===== config.mk =====
export PLATFORM = sky130hd
export DESIGN_NAME = mac_array_acc
export DESIGN_NICKNAME = d
export VERILOG_FILES = /design/src/rtl/mac_array_acc_pkg.sv /design/src/rtl/mac_tree.sv /design/src/rtl/mac_array_acc.sv
export SDC_FILE = /design/constraint.sdc
export NUM_CORES = 1
export LEC_CHECK = 0
export BUFFER_PORTS_ARGS = -buffer_cell sky130_fd_sc_hd__buf_2
export CORE_UTILIZATION = 50
export DETAILED_ROUTE_END_ITERATION = 6
export HOLD_SLACK_MARGIN = 0.15
export PLACE_DENSITY = 0.69
export SLEW_MARGIN = 20
export SYNTH_ARGS = -nofsm -noshare
export SYNTH_HDL_FRONTEND = slang
export SYNTH_SLANG_ARGS = --single-unit
export TNS_END_PERCENT = 30

===== constraint.sdc =====
create_clock -name i_clk -period 10.05 [get_ports i_clk]
set_input_delay 0.5025 -clock i_clk [delete_from_list [all_inputs] [get_ports i_clk]]
set_output_delay 0.5025 -clock i_clk [all_outputs]
set_load 0.1 [all_outputs]

===== src/rtl/mac_array_acc_pkg.sv =====
// Shared defaults and saturation bounds for the MAC array family.
package mac_array_acc_pkg;

  localparam int unsigned def_bw      = 4;
  localparam int unsigned def_psum_bw = 16;
  localparam int unsigned def_lanes   = 4;
  localparam int unsigned def_acc_len = 4;

  // Largest positive value of a w-bit signed number.
  function automatic logic signed [63:0] sat_max(input int unsigned w);
    return (64'sd1 <<< (w - 1)) - 64'sd1;
  endfunction

  // Most negative value of a w-bit signed number.
  function automatic logic signed [63:0] sat_min(input int unsigned w);
    return -(64'sd1 <<< (w - 1));
  endfunction

endpackage


===== src/rtl/mac_tree.sv =====
// Stages P1 (per-lane multiply) and P2 (registered adder tree) of the MAC array.
module mac_tree
  import mac_array_acc_pkg::*;
#(
  parameter int unsigned bw      = def_bw,
  parameter int unsigned lanes   = def_lanes,
  parameter int unsigned psum_bw = def_psum_bw
) (
  input  logic                                  i_clk,
  input  logic                                  i_reset_n,
  input  logic                                  i_clear,
  input  logic                                  i_valid,
  input  logic                                  i_act_signed,
  input  logic                                  i_sat_en,
  input  logic [lanes*bw-1:0]                   i_x,
  input  logic [lanes*bw-1:0]                   i_w,
  input  logic [psum_bw-1:0]                    i_psum,
  output logic                                  o_valid,
  output logic                                  o_sat_en,
  output logic [psum_bw-1:0]                    o_psum,
  output logic signed [2*bw+$clog2(lanes)-1:0]  o_sum
);

  localparam int unsigned pw = 2 * bw;
  localparam int unsigned sw = pw + $clog2(lanes);

  logic signed [bw:0]    w_xe   [lanes];
  logic signed [bw-1:0]  w_we   [lanes];
  logic signed [pw-1:0]  w_prod [lanes];
  logic signed [pw-1:0]  r_prod [lanes];
  logic signed [sw-1:0]  w_sum;
  logic signed [sw-1:0]  r_sum;
  logic                  r_p1_valid;
  logic                  r_p2_valid;
  logic                  r_p1_sat_en;
  logic                  r_p2_sat_en;
  logic [psum_bw-1:0]    r_p1_psum;
  logic [psum_bw-1:0]    r_p2_psum;

  // Activations widen by one bit so unsigned values stay positive in a signed multiply.
  always_comb begin : lane_mult
    for (int i = 0; i < lanes; i++) begin
      w_xe[i]   = {i_act_signed & i_x[i*bw + bw - 1], i_x[i*bw +: bw]};
      w_we[i]   = i_w[i*bw +: bw];
      w_prod[i] = pw'(w_xe[i]) * pw'(w_we[i]);
    end
  end

  always_comb begin : adder_tree
    w_sum = '0;
    for (int i = 0; i < lanes; i++) begin
      w_sum = w_sum + sw'(r_prod[i]);
    end
  end

  always_ff @(posedge i_clk or negedge i_reset_n) begin
    if (!i_reset_n) begin
      r_p1_valid  <= 1'b0;
      r_p2_valid  <= 1'b0;
      r_p1_sat_en <= 1'b0;
      r_p2_sat_en <= 1'b0;
      r_p1_psum   <= '0;
      r_p2_psum   <= '0;
      r_sum       <= '0;
      for (int i = 0; i < lanes; i++) begin
        r_prod[i] <= '0;
      end
    end else begin
      r_p1_valid <= i_valid & ~i_clear;
      r_p2_valid <= r_p1_valid & ~i_clear;
      if (i_valid) begin
        r_p1_sat_en <= i_sat_en;
        r_p1_psum   <= i_psum;
        for (int i = 0; i < lanes; i++) begin
          r_prod[i] <= w_prod[i];
        end
      end
      if (r_p1_valid) begin
        r_p2_sat_en <= r_p1_sat_en;
        r_p2_psum   <= r_p1_psum;
        r_sum       <= w_sum;
      end
    end
  end

  assign o_valid  = r_p2_valid;
  assign o_sat_en = r_p2_sat_en;
  assign o_psum   = r_p2_psum;
  assign o_sum    = r_sum;

endmodule


===== src/rtl/mac_array_acc.sv =====
// Multi-lane MAC with internal group accumulator: P3 accumulate, group counter and output register.
module mac_array_acc
  import mac_array_acc_pkg::*;
#(
  parameter int unsigned bw      = def_bw,
  parameter int unsigned psum_bw = def_psum_bw,
  parameter int unsigned lanes   = def_lanes,
  parameter int unsigned acc_len = def_acc_len
) (
  input  logic                           i_clk,
  input  logic                           i_reset_n,
  input  logic                           i_clear,
  input  logic                           i_act_signed,
  input  logic                           i_sat_en,
  input  logic                           i_valid_in,
  input  logic [lanes*bw-1:0]            i_x_in,
  input  logic [lanes*bw-1:0]            i_w_in,
  input  logic [psum_bw-1:0]             i_psum_in,
  output logic [psum_bw-1:0]             o_out,
  output logic                           o_out_valid,
  output logic [$clog2(acc_len+1)-1:0]   o_acc_cnt
);

  localparam int unsigned sw = 2 * bw + $clog2(lanes);
  localparam int unsigned cw = $clog2(acc_len + 1);
  localparam int unsigned aw = ((psum_bw > sw) ? psum_bw : sw) + 1;
  localparam logic signed [aw-1:0] sat_hi = aw'(sat_max(psum_bw));
  localparam logic signed [aw-1:0] sat_lo = aw'(sat_min(psum_bw));

  logic                        w_p2_valid;
  logic                        w_p2_sat_en;
  logic [psum_bw-1:0]          w_p2_psum;
  logic signed [sw-1:0]        w_p2_sum;

  logic signed [aw-1:0]        w_base;
  logic signed [aw-1:0]        w_full;
  logic signed [psum_bw-1:0]   w_reduced;

  logic signed [psum_bw-1:0]   r_acc;
  logic [cw-1:0]               r_cnt;
  logic [psum_bw-1:0]          r_out;
  logic                        r_out_valid;

  logic signed [psum_bw-1:0]   w_acc_nxt;
  logic [cw-1:0]               w_cnt_nxt;
  logic [psum_bw-1:0]          w_out_nxt;
  logic                        w_out_valid_nxt;

  mac_tree #(
    .bw      (bw),
    .lanes   (lanes),
    .psum_bw (psum_bw)
  ) u_tree (
    .i_clk        (i_clk),
    .i_reset_n    (i_reset_n),
    .i_clear      (i_clear),
    .i_valid      (i_valid_in),
    .i_act_signed (i_act_signed),
    .i_sat_en     (i_sat_en),
    .i_x          (i_x_in),
    .i_w          (i_w_in),
    .i_psum       (i_psum_in),
    .o_valid      (w_p2_valid),
    .o_sat_en     (w_p2_sat_en),
    .o_psum       (w_p2_psum),
    .o_sum        (w_p2_sum)
  );

  // A zero count means the group is idle, so this vector seeds from its own psum.
  always_comb begin : acc_datapath
    w_base = (r_cnt == '0) ? aw'(signed'(w_p2_psum)) : aw'(r_acc);
    w_full = w_base + aw'(w_p2_sum);
    if (w_p2_sat_en && (w_full > sat_hi)) begin
      w_reduced = psum_bw'(sat_hi);
    end else if (w_p2_sat_en && (w_full < sat_lo)) begin
      w_reduced = psum_bw'(sat_lo);
    end else begin
      w_reduced = psum_bw'(w_full);
    end
  end

  always_comb begin : group_next
    w_acc_nxt       = r_acc;
    w_cnt_nxt       = r_cnt;
    w_out_nxt       = r_out;
    w_out_valid_nxt = 1'b0;
    if (i_clear) begin
      w_cnt_nxt = '0;
    end else if (w_p2_valid) begin
      w_acc_nxt = w_reduced;
      if (r_cnt == cw'(acc_len - 1)) begin
        w_cnt_nxt       = '0;
        w_out_nxt       = w_reduced;
        w_out_valid_nxt = 1'b1;
      end else begin
        w_cnt_nxt = r_cnt + cw'(1);
      end
    end
  end

  always_ff @(posedge i_clk or negedge i_reset_n) begin
    if (!i_reset_n) begin
      r_acc       <= '0;
      r_cnt       <= '0;
      r_out       <= '0;
      r_out_valid <= 1'b0;
    end else begin
      r_acc       <= w_acc_nxt;
      r_cnt       <= w_cnt_nxt;
      r_out       <= w_out_nxt;
      r_out_valid <= w_out_valid_nxt;
    end
  end

  always_comb begin : out_drive
    o_out       = r_out;
    o_out_valid = r_out_valid;
    o_acc_cnt   = r_cnt;
  end

endmodule

==> impl_metrics.env <==
export IMPL_final_max_slew_violation_count=0
export IMPL_cp_start_kind="flop"
export IMPL_ant_nets=0
export IMPL_max_freq_ghz=0.231
export IMPL_seq_area_frac_synth=0.332
export IMPL_num_vias=5867
export IMPL_power_leakage_nw=4.78
export IMPL_insertion_delay_ns=0.42
export IMPL_path_clk_slew_ns=0.05
export IMPL_ys_flop_type="dfrtp_1"
export IMPL_async_flop_share=1.00
export IMPL_ys_types=56
export IMPL_vias_per_cell=5.27
export IMPL_clk_path_buf_depth=2
export IMPL_drtPass1Iterations=5
export IMPL_slowest_stage="nor2_4"
export IMPL_p_int_mw=1.67
export IMPL_seqPwrFrac=0.240
export IMPL_required_ns=10.31
export IMPL_swShare=0.412
export IMPL_hold_path_depth=2
export IMPL_drt_iter0_markers=234
export IMPL_fin_ws_ns=5.72
export IMPL_syn_area_sq_mm=0.00858
export IMPL_core_area_sq_mm=0.0166
export IMPL_grt_max_degree=67
export IMPL_track_usage=0.210
export IMPL_finalCriticalPeriod_ns=4.33
export IMPL_die_w_um=133
export IMPL_rr_endpoint="r_acc[13]$_DFFE_PN0P_"
export IMPL_post_dp_hpwl_um=12500
export IMPL_syn_nets=992
export IMPL_ctsResizeCount=0
export IMPL_die_area_sq_mm=0.0177
export IMPL_slowest_delay_ns=0.60
export IMPL_die_h_um=133
export IMPL_yosysWarnings=0
export IMPL_power_frac_comb=0.536
export IMPL_cts_buffers=17
export IMPL_root_buffer="clkbuf_16"
export IMPL_setup_viol=0
export IMPL_synth_avg_cell_area_sq_um=10.6
export IMPL_hp_class="in -> reg"
export IMPL_cts_tree="done"
export IMPL_final_seq_area_sq_mm=0.00285
export IMPL_nets=1064
export IMPL_crit_type="reg -> reg"
export IMPL_rsz0062_at_grt="no"
export IMPL_relSlewSlack=0.303
export IMPL_worstPathCellList="inv_1 > ha_1 > nand2_1 > mux2_2 > ha_1 > inv_1 > fa_1 > nor2b_1 > o211ai_1 > a21boi_1 > o41ai_1 > nand2_1 > nor2_4 > o31ai_1"
export IMPL_final_common_cell="dfrtp_1"
export IMPL_end_kind="flop"
export IMPL_area_growth_pct=13.8
export IMPL_antenna_found_initial=0
export IMPL_hold_start="i_psum_in[2]"
export IMPL_clkSinkCount=114
export IMPL_clock_power_share=0.224
export IMPL_multi_input_area_sq_mm=0.00529
export IMPL_postCtsSetupRepairBufs=0
export IMPL_hold_path_end="u_tree.r_p1_psum[2]$_DFFE_PN0P_"
export IMPL_crit_fanout=18
export IMPL_gp_congestion=0.906
export IMPL_reg2reg_depth=14
export IMPL_fill_cells=1396
export IMPL_wl_per_cell_um=14.8
export IMPL_power_density_mw_per_mm2=290
export IMPL_cap_violations=0
export IMPL_final_cell_mix="dfrtp_1, inv_1, nand2_1"
export IMPL_cts_htree_levels=4
export IMPL_skew_ns=0.00954
export IMPL_tns_ns=0
export IMPL_cp_data_arrival_time_ns=4.59
export IMPL_power_switching_mw=1.17
export IMPL_drive_above_1_share=0.225
export IMPL_worst_slew_pin_slew_ns=1.04
export IMPL_place_ws_ns=5.82
export IMPL_peakVddDrop_uv=172
export IMPL_boundaryPins=74
export IMPL_antennaDiodeCount=0
export IMPL_ys_seq_elements=114
export IMPL_port_buffers=73
export IMPL_status="completed"
export IMPL_synth_edff_count=0
export IMPL_wl_um=16500
export IMPL_r2r_slack_ns=5.72
export IMPL_grt_pass1_wl_um=29300
export IMPL_period_share=0.431
export IMPL_drc=0
export IMPL_hold_viol=0
export IMPL_grt_pass1_vias=6103
export IMPL_syn_inst=809
export IMPL_rows=47
export IMPL_initial_utilization=0.516
export IMPL_grt_ovfl_total=0
export IMPL_rr_startpoint="o_acc_cnt[0]$_DFFE_PN0P_"
==> logic make-up (layout without fill, tap and decap cells) <==
family	Yosys count	count (layout)	share of synthesized area
AND/OR/NAND/NOR	185	185	0.105
AO/OA/AOI/OAI	134	134	0.112
adder cells (fa/ha/maj)	129	129	0.239
flip-flops	114	114	0.332
buffers and inverters	113	198	0.0519
multiplexers	87	87	0.112
XOR/XNOR	47	47	0.0480
==> synthesized netlist by cell type (all sizes together) (2+ instances only) <==
cell type  count  area (sq um)
nand4b         2          17.5
a21o          16           120
clkbuf        17          63.8
a21oi         32           164
o21bai         2          15.0
and3           5          31.3
buf            7          47.6
o22ai          2          12.5
nor4           2          12.5
fa            58          1160
or3            3          18.8
nor3           2          10.0
o211ai         3          22.5
nor2b          5          31.3
nand2b        15          93.8
a211oi         3          22.5
a22oi          3          22.5
o31ai         27           253
nor2          26           105
mux2          75           845
o21a           4          30.0
nand3         16          80.1
o21ai         23           123
a31oi          8          65.1
xor2           9          78.8
dfrtp        114          2850
a21boi         3          22.5
xnor2         38           333
nand4          4          31.3
nand2         79           297
inv           88           330
ha            71           888
mux2i         12           120
and2          24           150
==> layer usage <==
layer	global-route usage	wire (um)
met3	0.0441	603
met4	0.0632	201
met5	0	0
met2	0.336	7650
met1	0.286	8020
==> power by group through the flow <==
stage               Sequential [mW]  Combinational (mW)  Clock [mW]
floorplan                     0.654                1.21           0
global placement              0.685                1.48           0
detailed placement            0.686                1.50           0
CTS                           0.682                1.53       0.643
global route                  0.696                1.74       0.665
finish                        0.680                1.52       0.634
==> worst max-delay path by stage <==
stage / cells past startpoint / end / start
6_report: 14 / r_acc[13]$_DFFE_PN0P_ / o_acc_cnt[0]$_DFFE_PN0P_
5_1_grt: 14 / r_acc[13]$_DFFE_PN0P_ / o_acc_cnt[0]$_DFFE_PN0P_
4_1_cts: 14 / r_acc[13]$_DFFE_PN0P_ / o_acc_cnt[0]$_DFFE_PN0P_
3_5_place_dp: 14 / r_acc[8]$_DFFE_PN0P_ / o_acc_cnt[0]$_DFFE_PN0P_
3_3_place_gp: 14 / o_out[8]$_DFFE_PN0P_ / o_acc_cnt[0]$_DFFE_PN0P_
2_1_floorplan: 15 / o_out[3]$_DFFE_PN0P_ / o_acc_cnt[0]$_DFFE_PN0P_
==> registers in the layout, summed over array words and instances, names as in the netlist <==
signal,count
o_acc_cnt,3
o_out,16
o_out_valid,1
r_acc,16
u_tree.o_psum,16
u_tree.o_sat_en,1
u_tree.o_sum,10
u_tree.o_valid,1
u_tree.r_p1_psum,16
u_tree.r_p1_sat_en,1
u_tree.r_p1_valid,1
u_tree.r_prod,32
==> layout make-up <==
class | count | area share
multi-input cells | 582 | 0.541
flip-flops and latches | 114 | 0.292
clock buffers | 22 | 0.0475
repair buffers | 77 | 0.0410
inverters | 89 | 0.0342
well taps | 220 | 0.0282
clock inverters | 10 | 0.0160
==> critical path, delay by kind of cell, from the launching register on <==
| family | cells | cell delay, ns |
|---|---|---|
| compound gates | 4 | 0.94 |
| mux | 1 | 0.41 |
| simple gates | 4 | 1.68 |
| flops | 1 | 0.41 |
| fa+ha+maj | 3 | 0.60 |
| buf+inv | 2 | 0.13 |
==> repair_timing <==
action	4_1_cts	5_1_grt
hold buffers	1	0
endpoints found under the hold margin	48	0
endpoints found under the setup margin	0	0
==> metrics by stage <==
stage / total power [mW] / area [sq um] / hold WS [ns] / util / std cells
final: 2.83 / 9770 / 0.319 / 0.587 / 1114
after global routing: 3.10 / 9770 / 0.308 / 0.587 / 1114
after CTS: 2.86 / 9770 / 0.297 / 0.587 / 1114
after detailed placement: 2.19 / 9140 / 0.464 / 0.549 / 1081
after global placement: 2.17 / 9140 / 0.457 / 0.549 / 1081
after floorplan: 1.87 / 8580 / 0.207 / - / 809
(Power assumes the default switching activity.)
